**src/rtl/fmul_arb_pkg.sv**
```systemverilog
// Shared definitions for the round-robin FMUL arbiter.
//   N_REQ_DEF / LAT_DEF / MAX_OUT_DEF : default parameter values
//   clog2                             : ceiling log2 for constant sizing
//   IDW, tag_t                        : requester-ID width and delay-line tag
package fmul_arb_pkg;

    localparam int unsigned N_REQ_DEF   = 4;
    localparam int unsigned LAT_DEF     = 3;
    localparam int unsigned MAX_OUT_DEF = 4;
    localparam int unsigned N_REQ_MAX   = 8;

    function automatic int unsigned clog2(input int unsigned v);
        int unsigned r;
        r = 0;
        while ((32'd1 << r) < v) r = r + 1;
        return r;
    endfunction

    // ID field sized for the largest supported requester count.
    localparam int unsigned IDW = clog2(N_REQ_MAX);

    typedef struct packed {
        logic           valid;
        logic [IDW-1:0] id;
    } tag_t;

endpackage

```
**src/rtl/rr_pick.sv**
```systemverilog
// Combinational round-robin priority select.
//   i_elig  : per-requester eligible vector
//   i_ptr   : index with highest priority this cycle
//   o_grant : one-hot grant (all-zero when nothing eligible)
//   o_idx   : encoded grant index
//   o_any   : at least one requester eligible
module rr_pick
    import fmul_arb_pkg::*;
#(
    parameter int unsigned N = N_REQ_DEF
) (
    input  logic [N-1:0]   i_elig,
    input  logic [IDW-1:0] i_ptr,
    output logic [N-1:0]   o_grant,
    output logic [IDW-1:0] o_idx,
    output logic           o_any
);

    logic [2*N-1:0] w_dbl;
    logic [N-1:0]   w_rot;
    int             w_off;
    int             w_sum;

    always_comb begin
        // Rotate so that bit 0 is the requester at i_ptr.
        w_dbl = {i_elig, i_elig} >> i_ptr;
        w_rot = w_dbl[N-1:0];
        o_any = |w_rot;
        w_off = 0;
        for (int k = int'(N) - 1; k >= 0; k--) begin
            if (w_rot[k]) w_off = k;
        end
        w_sum = int'(i_ptr) + w_off;
        if (w_sum >= int'(N)) w_sum = w_sum - int'(N);
        o_idx   = IDW'(w_sum);
        o_grant = o_any ? (N'(1) << w_sum) : '0;
    end

endmodule

```
**src/rtl/fmul_rr_arbiter.sv**
```systemverilog
// Round-robin sharing of one pipelined FMUL among N_REQ requesters.
//   i_req_valid/i_req_a/i_req_b/o_req_ready : per-requester operand handshake
//   o_fmul_a/o_fmul_b                       : registered operands to the FMUL
//   i_fmul_y/i_fmul_error/i_fmul_overflow   : FMUL result, LAT cycles after operands
//   o_rsp_valid (one-hot), o_rsp_y, o_rsp_error, o_rsp_overflow : registered response
//   o_busy                                  : any operation in flight
module fmul_rr_arbiter
    import fmul_arb_pkg::*;
#(
    parameter int unsigned N_REQ   = N_REQ_DEF,
    parameter int unsigned LAT     = LAT_DEF,
    parameter int unsigned MAX_OUT = MAX_OUT_DEF
) (
    input  logic                  i_clk,
    input  logic                  i_rst,
    input  logic [N_REQ-1:0]      i_req_valid,
    input  logic [32*N_REQ-1:0]   i_req_a,
    input  logic [32*N_REQ-1:0]   i_req_b,
    output logic [N_REQ-1:0]      o_req_ready,
    output logic [31:0]           o_fmul_a,
    output logic [31:0]           o_fmul_b,
    input  logic [31:0]           i_fmul_y,
    input  logic                  i_fmul_error,
    input  logic                  i_fmul_overflow,
    output logic [N_REQ-1:0]      o_rsp_valid,
    output logic [31:0]           o_rsp_y,
    output logic                  o_rsp_error,
    output logic                  o_rsp_overflow,
    output logic                  o_busy
);

    logic [N_REQ-1:0] w_elig;
    logic [N_REQ-1:0] w_grant;
    logic [N_REQ-1:0] w_ready;
    logic [IDW-1:0]   w_idx;
    logic             w_any;
    logic             w_accept;
    logic [31:0]      w_sel_a;
    logic [31:0]      w_sel_b;
    logic [LAT:0]     w_tag_valids;

    logic [IDW-1:0]   r_rr_ptr;
    logic [3:0]       r_out_cnt [N_REQ];
    tag_t             r_tag [LAT+1];
    logic [31:0]      r_fmul_a;
    logic [31:0]      r_fmul_b;
    logic [N_REQ-1:0] r_rsp_valid;
    logic [31:0]      r_rsp_y;
    logic             r_rsp_error;
    logic             r_rsp_overflow;

    // Eligibility uses the registered count, so a slot freed by a response is
    // only reusable from the following cycle.
    always_comb begin
        w_elig = '0;
        for (int i = 0; i < int'(N_REQ); i++) begin
            w_elig[i] = i_req_valid[i] && (r_out_cnt[i] < 4'(MAX_OUT));
        end
    end

    rr_pick #(
        .N (N_REQ)
    ) u_pick (
        .i_elig  (w_elig),
        .i_ptr   (r_rr_ptr),
        .o_grant (w_grant),
        .o_idx   (w_idx),
        .o_any   (w_any)
    );

    assign w_ready  = i_rst ? '0 : w_grant;
    assign w_accept = w_any && !i_rst;
    assign w_sel_a  = i_req_a[32*w_idx +: 32];
    assign w_sel_b  = i_req_b[32*w_idx +: 32];

    always_comb begin
        w_tag_valids = '0;
        for (int s = 0; s <= int'(LAT); s++) begin
            w_tag_valids[s] = r_tag[s].valid;
        end
    end

    always_ff @(posedge i_clk) begin
        if (i_rst) begin
            r_rr_ptr       <= '0;
            r_fmul_a       <= '0;
            r_fmul_b       <= '0;
            r_rsp_valid    <= '0;
            r_rsp_y        <= '0;
            r_rsp_error    <= 1'b0;
            r_rsp_overflow <= 1'b0;
            for (int s = 0; s <= int'(LAT); s++) r_tag[s] <= '0;
            for (int i = 0; i < int'(N_REQ); i++) r_out_cnt[i] <= '0;
        end else begin
            if (w_accept) begin
                r_fmul_a <= w_sel_a;
                r_fmul_b <= w_sel_b;
                r_rr_ptr <= (32'(w_idx) == N_REQ - 1) ? '0 : w_idx + 1'b1;
            end
            r_tag[0] <= '{valid: w_accept, id: w_idx};
            for (int s = 1; s <= int'(LAT); s++) r_tag[s] <= r_tag[s-1];

            // Last tag stage lines up with the FMUL output of its operation.
            if (r_tag[LAT].valid) begin
                r_rsp_valid    <= N_REQ'(1) << r_tag[LAT].id;
                r_rsp_y        <= i_fmul_y;
                r_rsp_error    <= i_fmul_error;
                r_rsp_overflow <= i_fmul_overflow;
            end else begin
                r_rsp_valid <= '0;
            end

            for (int i = 0; i < int'(N_REQ); i++) begin
                if (w_ready[i] && !r_rsp_valid[i]) begin
                    r_out_cnt[i] <= r_out_cnt[i] + 4'd1;
                end else if (!w_ready[i] && r_rsp_valid[i]) begin
                    r_out_cnt[i] <= r_out_cnt[i] - 4'd1;
                end
            end
        end
    end

    assign o_req_ready    = w_ready;
    assign o_fmul_a       = r_fmul_a;
    assign o_fmul_b       = r_fmul_b;
    assign o_rsp_valid    = r_rsp_valid;
    assign o_rsp_y        = r_rsp_y;
    assign o_rsp_error    = r_rsp_error;
    assign o_rsp_overflow = r_rsp_overflow;
    assign o_busy         = (|w_tag_valids) || (|r_rsp_valid);

    for (genvar gi = 0; gi < int'(N_REQ); gi++) begin : g_cnt_chk
        a_cnt_hold : assert property (@(posedge i_clk) disable iff (i_rst)
            (w_ready[gi] && r_rsp_valid[gi]) |=> $stable(r_out_cnt[gi]));
        a_cnt_bound : assert property (@(posedge i_clk) disable iff (i_rst)
            r_out_cnt[gi] <= 4'(MAX_OUT));
    end

endmodule
```
**config.mk**
```make
export PLATFORM = sky130hd
export DESIGN_NAME = fmul_rr_arbiter
export DESIGN_NICKNAME = d
export VERILOG_FILES = /design/src/rtl/fmul_arb_pkg.sv /design/src/rtl/rr_pick.sv /design/src/rtl/fmul_rr_arbiter.sv
export SDC_FILE = /design/constraint.sdc
export NUM_CORES = 1
export LEC_CHECK = 0
export CAP_MARGIN = 5
export CORE_AREA = 2 2 158 160
export CTS_CLUSTER_DIAMETER = 30
export CTS_CLUSTER_SIZE = 24
export DETAILED_ROUTE_END_ITERATION = 8
export DIE_AREA = 0 0 160 162
export HOLD_SLACK_MARGIN = 0.02
export SYNTH_ARGS = -nofsm -noshare
export SYNTH_HDL_FRONTEND = slang
export SYNTH_SLANG_ARGS = --single-unit
```
**constraint.sdc**
```tcl
create_clock -name i_clk -period 13.31 [get_ports i_clk]
set_input_delay 1.9965 -clock i_clk [delete_from_list [all_inputs] [get_ports i_clk]]
set_output_delay 1.9965 -clock i_clk [all_outputs]
set_load 0.01 [all_outputs]
```
==> reports/qor.yml, run 1 <==
run_status:
  status: "complete, no violations"
clock_network:
  post_cts_buffers: 0
  clk_pin_slew_ns: 0.06
  cts_buffers: 17
  clockBufferDepth: 2
  cts-root-buf: "clkbuf_16"
  htree_levels: 4
  cts_hold_buf: 0
  clock_latency_ns: 0.42
  cts.repair.resized: 0
  cts_tree: "yes"
  clock_sinks: 137
synth:
  synth.area.top_cells: "dfxtp_1, mux4_2, a22o_1, edfxtp_1, mux2i_1"
  syn-cell-area_um2: 6820
  seq_area_frac_synth: 0.426
  synth-seq-cells: 137
  ys_types: 50
  yosys_warnings: 0
  avgSynthCellArea_um2: 12.4
  synth_edf_count: 16
  syn_inst: 551
  netlist.area_leader.share: 0.355
  ys.flop_type: "dfxtp_1"
  synthArstFlopShare: 0
  synth.net_count: 862
  yosysTopAreaCell: "dfxtp_1"
sta:
  slew_headroom: 0.324
  hold_viol: 0
  rsz0062_at_grt: "no"
  finalCritPeriodShare: 0.615
  fmax_ghz: 0.122
  tightest_slew_ns: 1.01
  skew_ns: 0.0123
  fin_setup_tns_ns: 0
  finalWorstSetupSlack_ns: 5.12
  finalSetupViolCount: 0
  layout_min_cycle_time_ns: 8.19
  report.final.slew_viol_count: 0
critical_path:
  path_max_fanout: 69
  cp-end-kind: "output port"
  crit_top_cell: "clkdlybuf4s50_1"
  cpPeakStageDelay_ns: 0.88
  crit_path_start_kind: "input pin"
  required_ns: 11.31
  crit_chain: "clkdlybuf4s50_1, nor3b_1, a311oi_2, nand4_1, o31ai_1, fa_4, buf_4, nor4b_1, clkdlybuf4s50_1"
  slowest_stage: "a311oi_2"
  arrival_ns: 6.19
  crit_type: "input pin to output port"
  r2r_setup_slack_ns: 7.68
grt:
  antenna_found_initial: 9
  grt_pass1_wl_um: 38100
  track_usage: 0.196
  grt_pass1_vias: 6407
  grt_max_degree: 79
  grt_overflow_total: 0
power:
  clockPowerShare: 0.203
  switching_share: 0.356
  power_leakage_nw: 4.26
  pwr_density_cell_nw_per_um2: 214
  irDropWorstVdd_uv: 210
  p_seq_frac: 0.239
  power_switching_w: 0.000895
  comb_power_share: 0.558
  p_int_w: 0.00162
detailed_routing:
  drtIter0Drc: 303
  wire_per_inst_um: 20.2
  wirelength_um: 25700
  drc_errors: 0
  ant_nets: 0
  viasPerCell: 4.75
  vias: 6057
  firstDrtPassIters: 4
placement:
  dp_hpwl_um: 20000
  dpl_worst_slack_ns: 5.14
  gp_congestion: 0.796
  port_buffers: 402
  dp.cells: 1238
die:
  die_x_um: 160
  placementRows: 57
  core_um2: 24100
  initial_utilization: 0.283
  die-area_um2: 25900
  ios: 403
  die_h_um: 162
layout:
  fillers: 2241
  final_cells: 1275
  area_delta_synth_final_pct: 72.7
  drive_gt1_frac: 0.126
  layout.nets: 1244
hold_path:
  hold_class: "register to register"
job:
  cap_viol_max_count: 0
-- cell type report --
type,instances,area (µm²),share of cell area
Multi-Input combinational cell,354,3690,0.314
Sequential cell,137,2900,0.247
Tap cell,324,405,0.0344
Antenna cell,5,12.5,0.00106
Inverter,15,56.3,0.00478
Clock inverter,12,153,0.0130
Clock buffer,20,489,0.0415
Timing Repair Buffer,408,4060,0.345
-- cells in the mapped netlist (8+ instances only) --
master,number
a21oi_1,13
a22o_1,63
buf_2,11
clkbuf_1,28
dfxtp_1,121
edfxtp_1,16
ha_1,11
inv_1,15
mux2i_1,34
mux4_2,64
nand2_1,14
nand2b_1,8
nor2_1,47
nor2b_1,13
nor3_1,9
nor3b_1,8
-- through the flow --
| step | util | hold slack, ns | instance area (µm²) | power (W) |
|---|---|---|---|---|
| floorplan | - | 0.414 | 6820 | 0.00159 |
| global placement | 0.461 | 0.417 | 11100 | 0.00203 |
| detailed placement | 0.461 | 0.426 | 11100 | 0.00204 |
| CTS | 0.488 | 0.440 | 11800 | 0.00256 |
| global route | 0.489 | 0.458 | 11800 | 0.00267 |
| finish | 0.489 | 0.435 | 11800 | 0.00251 |
-- final timing paths --
path                                startpoint         endpoint  cells past startpoint
worst max-delay path            i_req_valid[0]   o_req_ready[1]                      9
worst min-delay path               r_tag[2][0]      r_tag[3][0]                      1
worst max register to register     r_rr_ptr[0]  r_out_cnt[1][3]                     14
worst min register to register     r_tag[2][0]      r_tag[3][0]                      1
-- logic make-up (layout without fill, tap and decap cells) --
kind of cell             after synthesis  count (layout)  synth area share
flip-flops                           137             137             0.426
buffers and inverters                 60             455            0.0372
other                                  0               5                 0
multiplexers                          98              98             0.261
AO/OA/AOI/OAI                        104             104             0.130
AND/OR/NAND/NOR                      127             127             0.101
XOR/XNOR                              10              10            0.0128
adder cells (fa/ha/maj)               15              15            0.0319
-- flip-flops by register name, indices dropped and copies added (netlist names) --
| register | count |
|---|---|
| o_fmul_a | 32 |
| o_fmul_b | 32 |
| o_rsp_y | 32 |
| r_out_cnt | 16 |
| r_tag | 16 |
| o_rsp_valid | 4 |
| r_rr_ptr | 3 |
| o_rsp_error | 1 |
| o_rsp_overflow | 1 |
-- layout by cell type (no fill, tap or decap), types with 9 or more instances in the layout --
cell type,Yosys,final
nor3_1,9,9
nand2_1,14,14
nor2_1,47,47
mux4_2,64,64
a22o_1,63,63
clkbuf_16,0,19
nor2b_1,13,13
edfxtp_1,16,16
ha_1,11,10
a21oi_1,13,13
dfxtp_1,121,120
mux2i_1,34,34
clkdlybuf4s50_1,0,401
inv_1,15,15
-- critical path: cells and delay by family --
kind	cells	cell delay, ns
adders and majority gates	1	0.74
AOI/OAI and AO/OA	2	1.07
buffers and inverters	3	1.50
and+or+nand+nor	3	0.85
-- power by group through the flow --
stage               sequential (W)  clock, W  combinational [W]
CTS                       0.000600  0.000525            0.00143
global route              0.000614  0.000543            0.00152
global placement          0.000607         0            0.00143
finish                    0.000601  0.000512            0.00140
floorplan                 0.000625         0           0.000961
detailed placement        0.000606         0            0.00143
-- layer usage --
| layer | track usage | routed length (µm) | vias to the layer above |
|---|---|---|---|
| met5 | 0 | 38 | - |
| met4 | 0.0925 | 877 | 6 |
| met3 | 0.0664 | 1690 | 43 |
| met2 | 0.335 | 13200 | 208 |
| met1 | 0.220 | 9960 | 2912 |
| li1 | - | - | 2888 |
(Power assumes the default switching activity.)
==> inputs of run 2 (changes only) <==
--- a/config.mk
+++ b/config.mk
@@ -6,11 +6,11 @@
 export NUM_CORES = 1
 export LEC_CHECK = 0
 export CAP_MARGIN = 5
-export CORE_AREA = 2 2 158 160
+export CORE_AREA = 2 2 159 161
 export CTS_CLUSTER_DIAMETER = 30
 export CTS_CLUSTER_SIZE = 24
 export DETAILED_ROUTE_END_ITERATION = 8
-export DIE_AREA = 0 0 160 162
+export DIE_AREA = 0 0 161 163
 export HOLD_SLACK_MARGIN = 0.02
 export SYNTH_ARGS = -nofsm -noshare
 export SYNTH_HDL_FRONTEND = slang
==> constraint.sdc (replaced) <==
create_clock -name i_clk -period 8.57 [get_ports i_clk]
set_input_delay 1.2855 -clock i_clk [delete_from_list [all_inputs] [get_ports i_clk]]
set_output_delay 1.2855 -clock i_clk [all_outputs]
set_load 0.01 [all_outputs]
==> run 2 against run 1 <==
  * Global-route usage decreased by 0.31 points
  * Register-to-register slack got worse by 4.8 ns
  * Cell count increased by 0.39%
  * Sequential power increased by 56%
  * Count of clock-buffer cells in the layout decreased by 1
  * Via count increased by 0.25%
  * Total power increased by 52%
  * Hold slack improved by 0.0025 ns
  * Critical path depth unchanged
  * Clock skew increased by 0.0025 ns
  * Critical path type unchanged
==> reports/qor.yml, run 2 (synthesized netlist as in run 1, its figures left out) <==
run_status:
  status: "complete, no violations"
detailed_routing:
  wirelength_um: 25800  # +0.40%
  firstDrtPassIters: 4  # unchanged
  ant_nets: 0  # unchanged
  viasPerCell: 4.74  # -0.14%
  wire_per_inst_um: 20.2  # about the same
  vias: 6072  # +0.25%
  drc_errors: 0  # unchanged
  drtIter0Drc: 350  # +16%
die:
  initial_utilization: 0.276  # -0.00651
  ios: 403  # unchanged
  placementRows: 58  # +1.8%
  die_x_um: 161  # +0.63%
  die_h_um: 163  # +0.62%
  core_um2: 24700  # +2.4%
  die-area_um2: 26200  # +1.2%
placement:
  dpl_worst_slack_ns: 1.69  # -3.45 ns
  gp_congestion: 0.807  # +1.4%
  port_buffers: 402  # unchanged
  dp_hpwl_um: 20300  # +1.3%
power:
  power_switching_w: 0.00138  # +55%
  switching_share: 0.362  # +0.00605
  comb_power_share: 0.572  # +0.014
  p_int_w: 0.00244  # +51%
  p_seq_frac: 0.246  # +0.007
  finalPower_w: 0.00382  # +52%
  pwr_density_cell_nw_per_um2: 327  # +53%
  clockPowerShare: 0.183  # -0.020
  power_leakage_nw: 4.20  # -1.4%
  irDropWorstVdd_uv: 384  # +83%
sta:
  layout_min_cycle_time_ns: 6.63
  report.final.slew_viol_count: 0  # unchanged
  hold_viol: 0  # unchanged
  tightest_slew_ns: 1.11  # +0.100 ns
  fin_setup_tns_ns: 0  # unchanged
  fmax_ghz: 0.151
  finalSetupViolCount: 0  # unchanged
  skew_ns: 0.0148  # +0.00253 ns
  finalCritPeriodShare: 0.774
  finalWorstSetupSlack_ns: 1.94  # -3.19 ns
  slew_headroom: 0.257  # -0.0669
  rsz0062_at_grt: "no"
critical_path:
  crit_buf_inv: 3  # unchanged
  reg2regPathDepth: 14  # unchanged
  critPathTopFamily: "compound AO/OA/AOI/OAI gates"
  r2r-end: "r_out_cnt[1][3]"
  required_ns: 7.28  # -4.03 ns
  r2r_setup_slack_ns: 2.92  # -4.76 ns
  cp-end-kind: "output port"
  path_max_fanout: 12  # -83%
  crit_path_start_kind: "input pin"
  arrival_ns: 5.35  # -0.84 ns
  slowest_stage: "a311oi_2"
  crit_chain: "clkdlybuf4s50_1, nor3b_1, a311oi_2, o31ai_1, fa_4, o21ai_0, a2111o_1, inv_1, clkdlybuf4s50_1"
  crit_top_cell: "clkdlybuf4s50_1"
  r2r_start: "r_rr_ptr[0]"
  cpPeakStageDelay_ns: 0.90  # +0.02 ns
  crit_type: "input pin to output port"
clock_network:
  clock_sinks: 137  # unchanged
  htree_levels: 4  # unchanged
  cts.repair.resized: 0  # unchanged
  cts_buffers: 17  # unchanged
  clk_pin_slew_ns: 0.06  # about the same
  post_cts_buffers: 0  # unchanged
  cts_hold_buf: 0  # unchanged
  clock_latency_ns: 0.42  # about the same
  cts_tree: "yes"
  clockBufferDepth: 2  # unchanged
  cts-root-buf: "clkbuf_16"
grt:
  grt_max_degree: 69  # -13%
  grt_overflow_total: 0  # unchanged
  antenna_found_initial: 9  # unchanged
  track_usage: 0.193  # -0.00309
  grt_pass1_wl_um: 37200  # -2.2%
  grt_pass1_vias: 6058  # -5.4%
layout:
  layout.nets: 1243  # -0.080%
  postLayoutCoreUtil: 0.474  # -0.0147
  area_delta_synth_final_pct: 71.4
  drive_gt1_frac: 0.123  # -0.00304
  final_cell_mix: "clkdlybuf4s50_1, dfxtp_1, mux4_2"
  final_common_cell: "clkdlybuf4s50_1"
hold_path:
  hold_depth: 1  # unchanged
  hold_class: "register to register"
  min-delay-start: "r_tag[1][2]"
  whs_endpoint: "r_tag[2][2]"
job:
  cap_viol_max_count: 0  # unchanged
[run 2: cell count changes in the layout (fill, tap and decap cells not counted)]
cell,delta
buf_4,-1
clkinvlp_4,+4
clkbuf_16,-2
inv_8,-2
bufinv_16,-1
clkinv_4,-1
clkbuf_1,+2
clkbuf_8,-1
clkinv_2,+2
inv_6,-1
[run 2: how the worst max path moves through the flow]
stage	start	to	slack, ns	cells past startpoint
final	i_req_valid[0]	o_req_ready[3]	1.94	9
after global routing	i_req_valid[0]	o_req_ready[3]	1.77	9
after CTS	i_req_valid[0]	o_req_ready[3]	1.93	9
after detailed placement	i_req_valid[0]	r_out_cnt[1][3]	1.69	15
after global placement	i_req_valid[0]	r_out_cnt[1][3]	1.76	15
after floorplan	i_req_valid[3]	o_req_ready[1]	3.29	11
[run 2: layout make-up]
type,instances,area [µm²]
clock inverters,13,123
fillers,2316,13000
repair buffers,407,4060
flip-flops and latches,137,2900
inverters,15,56.3
well taps,330,413
multi-input cells,354,3690
diodes,5,12.5
clock buffers,19,433
[run 2: through the flow]
stage / hold WS [ns] / instances / cell area, µm²
6_report: 0.437 / 1280 / 11700
5_1_grt: 0.452 / 1280 / 11700
4_1_cts: 0.443 / 1275 / 11700
3_5_place_dp: 0.431 / 1243 / 11100
3_3_place_gp: 0.420 / 1243 / 11100
2_1_floorplan: 0.414 / 551 / 6820
[run 2: worst reg2reg max path: cells and delay by family, from the launching register on]
family | cells | cell delay [ns]
compound gates | 6 | 1.75
buf+inv | 2 | 0.83
fa+ha+maj | 2 | 1.11
flops | 1 | 0.61
xor+xnor | 1 | 0.09
simple gates | 3 | 1.11
[run 2: metal layers]
layer | up-vias | global-route usage | share of wire
met5 | - | 0 | 0.0019
met4 | 8 | 0.0706 | 0.017
met3 | 31 | 0.0578 | 0.068
met2 | 212 | 0.341 | 0.53
met1 | 2936 | 0.220 | 0.38
li1 | 2885 | - | -
[run 2: power groups by stage]
stage          logic [W]  registers (W)  clock network, W
6_report         0.00219       0.000940          0.000698
3_3_place_gp     0.00220       0.000951                 0
5_1_grt          0.00236       0.000959          0.000747
4_1_cts          0.00223       0.000940          0.000721
2_1_floorplan    0.00149       0.000970                 0
3_5_place_dp     0.00223       0.000951                 0
